==> config.mk <==
export PLATFORM = sky130hd
export DESIGN_NAME = stream_capture
export DESIGN_NICKNAME = d
export VERILOG_FILES = /design/src/rtl/stream_capture.sv
export SDC_FILE = /design/constraint.sdc
export NUM_CORES = 2
export LEC_CHECK = 0
export CORE_MARGIN = 1
export CORE_UTILIZATION = 35
export CTS_CLUSTER_SIZE = 25
export DETAILED_ROUTE_END_ITERATION = 8
export PLACE_DENSITY = 0.48
export SYNTH_ARGS = -nofsm -noshare
export SYNTH_HDL_FRONTEND = slang
export SYNTH_MEMORY_MAX_BITS = 65536
export SYNTH_SLANG_ARGS = --single-unit
==> constraint.sdc <==
create_clock -name clock -period 10.8 [get_ports clock]
set_input_delay 1.08 -clock clock [delete_from_list [all_inputs] [get_ports clock]]
set_output_delay 1.08 -clock clock [all_outputs]
set_load 0.005 [all_outputs]
==> src/rtl/stream_capture.sv <==
// Avalon-ST capture sink with Avalon-MM drain/status port.
// Optional build macro: STREAM_CAPTURE_LENCHECK_EN (sample counter and packet length check).

// Circular buffer with level count, synchronous clear and same-cycle push/pop.
// Latency: a push is visible at head/level the cycle after its edge.
// Backpressure: push is ignored when full unless a pop frees a slot in the same cycle.
module stream_capture_fifo #(
  parameter int WIDTH = 18,
  parameter int DEPTH = 256,
  parameter int LW    = $clog2(DEPTH) + 1
) (
  input  logic             clock,
  input  logic             clock_sreset,
  input  logic             clear,
  input  logic             push,
  input  logic [WIDTH-1:0] push_data,
  input  logic             pop,
  output logic [WIDTH-1:0] head,
  output logic [LW-1:0]    level,
  output logic             empty,
  output logic             full
);
  localparam int AW = $clog2(DEPTH);

  logic [WIDTH-1:0] mem [DEPTH];
  logic [AW-1:0]    wr_ptr;
  logic [AW-1:0]    rd_ptr;
  logic             do_push;
  logic             do_pop;

  assign empty   = (level == '0);
  assign full    = (level == LW'(DEPTH));
  assign do_pop  = pop & ~empty;
  assign do_push = push & (~full | do_pop);
  assign head    = mem[rd_ptr];

  always_ff @(posedge clock) begin
    if (do_push && !clear) mem[wr_ptr] <= push_data;
  end

  always_ff @(posedge clock or posedge clock_sreset) begin
    if (clock_sreset) begin
      wr_ptr <= '0;
      rd_ptr <= '0;
      level  <= '0;
    end else if (clear) begin
      wr_ptr <= '0;
      rd_ptr <= '0;
      level  <= '0;
    end else begin
      if (do_push) wr_ptr <= wr_ptr + AW'(1);
      if (do_pop)  rd_ptr <= rd_ptr + AW'(1);
      if (do_push && !do_pop)      level <= level + LW'(1);
      else if (!do_push && do_pop) level <= level - LW'(1);
    end
  end
endmodule

// Terminates a framed sample stream into a FIFO; host drains and checks framing over MM.
// Latency: accepted beat visible in STATUS/DATA next cycle; MM reads take one wait state.
// Backpressure: st_ready = enable & ~full; framed beats are never dropped once accepted.
module stream_capture #(
  parameter int WIDTH = 16,
  parameter int DEPTH = 256,
  parameter int LW    = $clog2(DEPTH) + 1
) (
  input  logic             clock,
  input  logic             clock_sreset,
  input  logic [3:0]       s_address,
  input  logic [31:0]      s_writedata,
  output logic [31:0]      s_readdata,
  input  logic             s_read,
  input  logic             s_write,
  output logic             s_waitrequest,
  output logic             st_ready,
  input  logic             st_valid,
  input  logic             st_sop,
  input  logic             st_eop,
  input  logic [WIDTH-1:0] st_data
);
  typedef enum logic {IDLE, INPKT} state_t;

  state_t              state_q, state_d;
  logic                enable;
  logic                pkt_done;
  logic                sop_err;
  logic                len_err;
  logic [31:0]         pktcount;
  logic                rd_pend;
  logic                rd_pop_ok;
  logic [31:0]         rd_mux;
  logic                clr;
  logic                sts_wr;
  logic                accept;
  logic                store;
  logic                sop_err_set;
  logic                pkt_end;
  logic                len_set;
  logic [15:0]         length_rd;
  logic [WIDTH+1:0]    head;
  logic [LW-1:0]       level;
  logic                empty;
  logic                full;
  logic                rd_start;
  logic                rd_done;
  logic                unused;

  assign unused   = ^s_writedata;
  assign clr      = s_write && (s_address == 4'd0) && s_writedata[1];
  assign sts_wr   = s_write && (s_address == 4'd2);
  assign st_ready = enable & ~full;
  assign accept   = st_valid & st_ready & ~clr;
  assign pkt_end  = store & st_eop;
  assign rd_start = s_read & ~rd_pend;
  assign rd_done  = s_read & rd_pend;
  // Reset forces the stall low even while a master still holds s_read.
  assign s_waitrequest = rd_start & ~clock_sreset;

  stream_capture_fifo #(.WIDTH(WIDTH + 2), .DEPTH(DEPTH), .LW(LW)) u_fifo (
    .clock        (clock),
    .clock_sreset (clock_sreset),
    .clear        (clr),
    .push         (store),
    .push_data    ({st_eop, st_sop, st_data}),
    .pop          (rd_done & rd_pop_ok),
    .head         (head),
    .level        (level),
    .empty        (empty),
    .full         (full)
  );

  always_ff @(posedge clock or posedge clock_sreset) begin
    if (clock_sreset) state_q <= IDLE;
    else              state_q <= state_d;
  end

  always_comb begin
    state_d     = state_q;
    store       = 1'b0;
    sop_err_set = 1'b0;
    if (clr) begin
      state_d = IDLE;
    end else if (accept) begin
      case (state_q)
        IDLE: begin
          if (st_sop) begin
            store   = 1'b1;
            state_d = st_eop ? IDLE : INPKT;
          end else begin
            sop_err_set = 1'b1;
          end
        end
        INPKT: begin
          store       = 1'b1;
          sop_err_set = st_sop;
          if (st_eop) state_d = IDLE;
        end
        default: state_d = IDLE;
      endcase
    end
  end

`ifdef STREAM_CAPTURE_LENCHECK_EN
  logic [15:0] length_q;
  logic [15:0] cnt_q;
  logic [15:0] cnt_d;

  always_comb begin
    cnt_d = cnt_q;
    if (clr)        cnt_d = '0;
    else if (store) cnt_d = st_sop ? 16'd1 : ((cnt_q == 16'hFFFF) ? cnt_q : cnt_q + 16'd1);
  end

  always_ff @(posedge clock or posedge clock_sreset) begin
    if (clock_sreset) begin
      length_q <= '0;
      cnt_q    <= '0;
    end else begin
      cnt_q <= cnt_d;
      if (s_write && s_address == 4'd1) length_q <= s_writedata[15:0];
    end
  end

  assign length_rd = length_q;
  assign len_set   = pkt_end && (length_q != 16'd0) && (cnt_d != length_q);
`else
  assign length_rd = 16'd0;
  assign len_set   = 1'b0;
`endif

  always_ff @(posedge clock or posedge clock_sreset) begin
    if (clock_sreset) begin
      enable   <= 1'b0;
      pkt_done <= 1'b0;
      sop_err  <= 1'b0;
      len_err  <= 1'b0;
      pktcount <= '0;
    end else begin
      if (s_write && s_address == 4'd0) enable <= s_writedata[0];
      if (pkt_end) pktcount <= pktcount + 32'd1;
      // A flag raised in the same cycle as its write-1-clear stays set.
      if (clr) begin
        pkt_done <= 1'b0;
        sop_err  <= 1'b0;
        len_err  <= 1'b0;
      end else begin
        if (pkt_end)                        pkt_done <= 1'b1;
        else if (sts_wr && s_writedata[2])  pkt_done <= 1'b0;
        if (sop_err_set)                    sop_err  <= 1'b1;
        else if (sts_wr && s_writedata[3])  sop_err  <= 1'b0;
        if (len_set)                        len_err  <= 1'b1;
        else if (sts_wr && s_writedata[4])  len_err  <= 1'b0;
      end
    end
  end

  always_comb begin
    rd_mux = '0;
    case (s_address)
      4'd0: rd_mux = {31'd0, enable};
      4'd1: rd_mux = {16'd0, length_rd};
      4'd2: rd_mux = {16'(level), 11'd0, len_err, sop_err, pkt_done, full, empty};
      4'd3: rd_mux = empty ? 32'd0 : 32'(head);
      4'd4: rd_mux = pktcount;
      default: rd_mux = '0;
    endcase
  end

  // Read data is captured in the wait-state cycle; the pop happens when the read completes.
  always_ff @(posedge clock or posedge clock_sreset) begin
    if (clock_sreset) begin
      rd_pend    <= 1'b0;
      rd_pop_ok  <= 1'b0;
      s_readdata <= '0;
    end else begin
      rd_pend <= rd_start;
      if (rd_start) begin
        s_readdata <= rd_mux;
        rd_pop_ok  <= (s_address == 4'd3) && !empty;
      end else if (rd_done) begin
        rd_pop_ok  <= 1'b0;
      end
    end
  end
endmodule

Word-level counts from Yosys, hierarchy flattened
Memory sizes are Yosys's and may differ from the RTL's.
Index checks and enable logic that the tools add are counted.
{"block": "word_totals", "register_bits": 96, "ramBits": 4608, "in_bits": 59, "out_inout_bits": 34, "wordCells": 97, "mem_count": 1}
{"block": "classes", "add_sub_neg": 5, "eq_ne": 4, "n_mux": 34, "n_bitwise": 17, "n_reduce_logical": 24}
{"memory": "u_fifo.mem", "depth": 256, "word_bits": 18, "read_ports": 1, "rd_ports_with_merged_regs": 0, "wr": 1, "line": "25", "text": "logic [WIDTH-1:0] mem [DEPTH];"}
{"op": "case mux 32 bit (4 select lines)", "count": 1}
{"op": "adder 32 x 1 -> 32 bit (second input constant)", "count": 1}
{"op": "2-to-1 mux 8 bit", "count": 4}
{"op": "2-to-1 mux 9 bit", "count": 3}
{"op": "2-to-1 mux 1 bit", "count": 22}
{"op": "2-to-1 mux 18 bit", "count": 1}
{"op": "adder 8 x 1 -> 8 bit (second input constant)", "count": 2}
{"op": "bitwise AND 1 bit", "count": 10}
{"op": "logical AND 1 bit", "count": 10}
{"op": "nonzero test 2 bit", "count": 5}
{"op": "adder 9 x 1 -> 9 bit (second input constant)", "count": 1}
{"op": "equality test 9 bit (second input constant)", "count": 1}
{"op": "zero test 9 bit", "count": 1}
{"op": "nonzero test 3 bit", "count": 3}
{"op": "subtractor 9 x 1 -> 9 bit (second input constant)", "count": 1}
{"op": "equality test 4 x 2 -> 1 bit (second input constant)", "count": 2}
{"op": "inverter 1 bit", "count": 6}
{"op": "case mux 1 bit (2 select lines)", "count": 3}
{"op": "equality test 4 x 3 -> 1 bit (second input constant)", "count": 1}
{"op": "zero test 1 bit", "count": 4}
{"op": "zero test 4 bit", "count": 1}
{"op": "bitwise OR 1 bit", "count": 1}

Depth between registers and ports, before layout
{"block": "logic_depth", "ltp_word": 13, "ltp_mapped": 15, "ltp_nobuf": 15}

Cells and area by module
Synthesis repeated with hierarchy kept, for this count alone.
{"block": "unflattened", "cells_unflattened": 8531, "hier_area_um2": 182531.3}
{"mod": "stream_capture_fifo", "instances": 1, "cells_per_inst": 8211, "area_each_um2": 179220.6, "seq_area_each_um2": 138998.3}
{"mod": "stream_capture", "instances": 1, "cells_per_inst": 320, "area_each_um2": 3310.7, "seq_area_each_um2": 1751.7}

Worst setup path before layout
OpenSTA, ideal clock, no wires.
{"block": "synth_path", "path_kind": "input-to-reg", "start": "input st_sop", "end": "register u_fifo.level[8]", "setup_time_ns": 0.101, "t_arrival_ns": 3.927, "required_ns": 10.699, "setup_slack_ns": 6.773, "path_stages": 14, "n_path_buf": 0, "path_cell_list": "inv_1 > ha_1 > a311oi_4 > and2_1 > nand2b_1 > ha_1 > nor2b_1 > o21ai_0 > a21boi_0 > o21ai_0 > a21oi_1 > nand3b_1 > mux4_2 > o32ai_1"}
{"block": "synth_via", "elab_chain_len": 8, "word_cells_on_any_way": 11, "cone_classes": "6 x mux; 1 x bitwise; 4 x reduce/logical"}
{"element": "start, declared", "line": "77", "text": "input logic st_sop,"}
{"element": "2-to-1 mux 1 bit *", "line": "146", "text": "if (st_sop) begin"}
{"element": "case mux 1 bit (2 select lines) *", "line": "144", "text": "case (state_q)"}
{"element": "2-to-1 mux 1 bit *", "line": "143", "text": "end else if (accept) begin"}
{"element": "2-to-1 mux 1 bit *", "line": "141", "text": "if (clr) begin"}
{"element": "bitwise AND 1 bit *", "line": "34", "text": "assign do_push = push & (~full | do_pop);"}
{"element": "logical AND 1 bit or zero test 1 bit (tied branches)", "line": "53, 54"}
{"element": "2-to-1 mux 9 bit or logical AND 1 bit (tied branches)", "line": "53, 54"}
{"element": "2-to-1 mux 9 bit or nonzero test 3 bit (tied branches)"}
{"element": "end signal, assigned", "line": "53", "text": "if (do_push && !do_pop) level <= level + LW'(1);"}
{"element": "end signal, assigned", "line": "54", "text": "else if (!do_push && do_pop) level <= level - LW'(1);"}
{"element": "end, declared", "line": "19", "text": "output logic [LW-1:0] level,"}
Every way passes the cells marked *; elsewhere a longest branch is shown, timed or not.
A chain may end at the register's enable or synchronous reset.

Worst setup path after layout
{"block": "layout_path", "start": "register u_fifo.rd_ptr[0]", "end": "register s_readdata[15]"}
{"block": "layout_via", "elab_chain_len": 3}
{"element": "start, declared", "line": "27", "text": "logic [AW-1:0] rd_ptr;"}
{"element": "start signal, assigned", "line": "52", "text": "if (do_pop) rd_ptr <= rd_ptr + AW'(1);"}
{"element": "memory (256 x 18 bit)"}
{"element": "2-to-1 mux 18 bit", "line": "223", "text": "4'd3: rd_mux = empty ? 32'd0 : 32'(head);"}
{"element": "case mux 32 bit (4 select lines)", "line": "219", "text": "case (s_address)"}
{"element": "end signal, assigned", "line": "238", "text": "s_readdata <= rd_mux;"}
{"element": "end, declared", "line": "71", "text": "output logic [31:0] s_readdata,"}
No other way between the ends.

==> results by stage <==
STA:
- Headroom to the max-slew limit came out at -0.07111.
- Summed over all failing endpoints, the final setup total negative slack is 0 ns.
- Setup violations remaining at the end of the flow were counted as 0.
- The minimum clock period after layout is 6.667 ns.
- The final hold slack is 0.4360 ns.
- Of the available clock period, the critical path in the final layout requires 0.6173.
- Setup repair after global routing left no endpoint under its margin.
- The number of slew-limit violations in the final report is 2.
- For the pin with the worst max-slew slack, the measured transition is 1.607 ns.
- The number of hold-slack violations in the final timing report was 0.
- For this run, the top clock speed supported by timing is 150.0 MHz.
- The worst clock skew on the final layout is 0.06883 ns.

Synth:
- By instance count, the leading cell after synthesis is edfxtp_1.
- For this run, the leading register cell type out of synthesis is edfxtp_1.
- Of the post-synthesis cell area, the dominant cell type holds 0.7526.
- Summing every instance area after synthesis gives 183,800 um^2.
- The synthesis warning total is 0.
- Synthesis produced a netlist whose cell count is 8,883.
- The mean cell area of the mapped netlist is 20.70 um^2.
- Of the synthesized area, sequential elements account for 0.7656.
- The distinct cell type count after synthesis is 91.
- By area the synthesized netlist is led by edfxtp_1 (75%), mux4_2 (10%), mux2i_1 (3.6%), dfrtp_1 (1.3%), o221ai_1 (1.1%).
- The number of nets in the synthesized netlist is 8,958.
- In this run, synthesis produced a sequential element count of 4,703.
- The commonest cells after synthesis are edfxtp_1 (4,608), mux4_2 (836), mux2i_1 (669).
- The async set or reset register ratio after synthesis is 0.02020.
- The biggest area contributor in the post-synthesis netlist is edfxtp_1.
- Counting flops with a built-in enable in the synthesized netlist gives 4,608.

GRT:
- The global-route usage over all layers is 0.2217.
- The initial antenna violation count was 40.
- The largest net degree at the start of global routing is 161.
- The via count of the first global-routing pass is 93,350.
- The global-route congestion overflow total is 0.
- The global-route wire length before repair is 809,300 um.

Placed design:
- The routability congestion estimate from global placement is 0.8440.
- Buffers placed on the I/O ports in this run total 64.
- The half-perimeter wire length after placement is 365,200 um.
- Once placement finished, the instance area stood at 193,300 um^2.

Die:
- The width of the die is 726.8 um.
- The number of top-level design ports is 93.
- The core region is 521,900 um^2.
- The vertical die dimension is 726.8 um.
- The initial core utilization is 0.3523.
- The cell row count is 265.
- The floorplan step defined a die boundary enclosing 528,200 um^2.

Clock tree:
- The buffer cell driving the clock tree root is clkbuf_16.
- The number of buffers on the longest clock path is 4.
- TritonCTS built the clock tree.
- The clock input transition at the sequential cells of the worst setup and hold paths is 0.06 ns.
- Once the clock tree was built, the setup fixing pass inserted 0 buffers.
- The number of sinks on the clock net is 4,703.
- The number of hold buffers added after CTS was 0.
- The number of buffers created by CTS is 520.
- The clock tree synthesis step divided the H-tree into 6 levels.
- The clock latency on the worst-skew pair is 1.06 ns.
- After clock tree synthesis, the repair step resized 0 gates.

Pwr:
- In this run the power spent charging and discharging nets is 13.40 mW.
- The worst-case IR drop observed on VDD is 0.1900 mV.
- The cell area power density is 221.0 nW/um^2.
- The combinational share of power is 0.197.
- The internal power is 32.84 mW.
- The standby leakage power is 63.43 nW.
- Of the total power, the share spent switching nets is 0.2898.
- The portion of total power attributed to sequential cells is 0.439.
- The share of total power dissipated in the clock network is 0.364.

Critical path:
- STA classifies the critical path endpoint as a register.
- The startpoint of the worst-slack reg-to-reg timing path is u_fifo.rd_ptr[0]$_DFFE_PP0P_.
- The capture point of the worst path is s_readdata[15]$_DFFE_PP0P_.
- The slack of the worst reg-to-reg path is 4.13 ns.
- The critical path is of the reg2reg type.
- In this run the worst setup path begins at u_fifo.rd_ptr[0]$_DFFE_PP0P_.
- The endpoint identified for the worst register-to-register timing path is s_readdata[15]$_DFFE_PP0P_.
- The number of cells traversed by the worst register-to-register path is 8.
- Data on the critical path arrives at its endpoint at 7.53 ns.
- Along the worst path, the maximum fanout reaches 89.
- The startpoint class of the critical path is a register.
- At the worst endpoint, the required time is 11.66 ns.

Detailed routing:
- The post-detailed-route via-to-cell ratio is 5.694.
- The first-iteration detailed-routing DRC count is 11,730.
- Wires add up to 600,300 um.
- The detail route stage leaves a number of antenna-violating nets equal to 0.
- The routed wire length per instance is 35.99 um.
- After detailed routing, the number of remaining DRC violations is 0.
- The via count of the routed design is 94,980.
- Before antenna repair, the detailed router went through 8 iterations.

Status:
- The flow ran to the end, but the final reports show violations.
- The final reports fail on max-capacitance violations, max-slew violations.

Job:
- The reported max-cap violation count is 3.

Cells and area:
- Summing all non-filler instances in the final layout gives an area of 209,200 um^2.
- In the final layout, the share of cells above drive strength 1 is 0.2346.
- After filler insertion, the fill cell instance count of the layout stands at 46,390.
- In the final design database the tool counted 9,396 nets.
- From synthesis to final layout, the design area changed by 13.81%.

Hold path:
- The path type of the worst min-delay path is in2reg.
[power by group through the flow]
stage / registers [mW] / clock network, mW / logic, mW
after floorplan: 20.5 / 0 / 5.68
after global placement: 20.7 / 0 / 9.10
after detailed placement: 20.7 / 0 / 9.13
after CTS: 20.3 / 17.1 / 9.16
after global routing: 20.3 / 17.8 / 9.42
final: 20.3 / 16.9 / 9.10
[worst min-delay path by stage]
stage,from,end,slack (ns),cells after the start
after detailed placement,s_readdata[30]$_DFFE_PP0P_,s_readdata[30]$_DFFE_PP0P_,0.46,2
after global placement,pktcount[31]$_DFFE_PP0P_,pktcount[31]$_DFFE_PP0P_,0.47,1
after global routing,st_data[3],u_fifo.mem[97][3]$_DFFE_PP_,0.43,1
after floorplan,pktcount[31]$_DFFE_PP0P_,pktcount[31]$_DFFE_PP0P_,0.45,1
after CTS,st_data[12],u_fifo.mem[106][12]$_DFFE_PP_,0.39,1
final,st_data[9],u_fifo.mem[89][9]$_DFFE_PP_,0.44,1
[worst max-delay path, stage by stage, from the launching register on]
cell and delay, ns:
dfrtp_4 1.25, buf_12 0.64, buf_12 0.59, mux4_2 0.69
a22o_1 0.27, o21ai_0 1.12, nand2_1 0.16, nor4_2 1.20
o41ai_1 0.23
[sequential cells by signal, indices dropped and copies added, names as in the netlist, 8 cells and up]
signal and cells:
u_fifo.rd_ptr 8, pktcount 32, u_fifo.wr_ptr 8, s_readdata 32, u_fifo.mem 4608, u_fifo.level 9
[area by class of cell]
cell class	instances	area, um^2	share of cell area
antenna	20	50.05	0.0002392
sequential	4703	140800	0.6728
clock inverter	257	1982	0.009472
tap	6942	8686	0.04151
multi-input combinational	3636	39820	0.1903
clock buffer	663	13960	0.06672
timing repair buffer	437	3864	0.01847
inverter	23	106.4	0.0005083
[placed cells by master (no fill, tap or decap), drive strengths merged, types with 82 or more instances in the layout]
cell and instances:
edfxtp 4608, mux4 868, mux2i 669, clkbuf 663, nor2 415, buf 391
nand2 237, o221ai 223, clkinv 210, a21oi 207, o22ai 164, o21ai 139
dfrtp 95, nand3 82
[routing by layer]
layer,routed length [um],part of all wire,GRT usage,vias up
met5,69,0.00011,0,-
met4,21410,0.036,0.07177,10
met3,47700,0.079,0.04494,841
met2,279700,0.47,0.3493,4072
met1,251400,0.42,0.3095,51900
li1,-,-,-,38160
[cell families (layout without fill, tap and decap cells)]
group           Yosys count  count (layout)  synth area share
compound gates         1077            1077           0.04092
xor+xnor                 48              48          0.002287
fa+ha+maj                16              16          0.001130
buf+inv                 544            1380           0.02306
flops                  4703            4703            0.7656
mux                    1557            1557            0.1446
other cells               0              20                 0
simple gates            938             938           0.02240
[stage by stage]
step	instances	utilization	power, mW	worst slack, ns
finish	16680	0.4009	46.24	4.133
global route	16660	0.4008	47.46	4.359
global placement	15740	0.3703	29.75	4.258
detailed placement	15740	0.3703	29.79	4.174
floorplan	8883	-	26.21	6.773
CTS	16660	0.4008	46.55	4.568
Power figures use the tool's default switching activity.
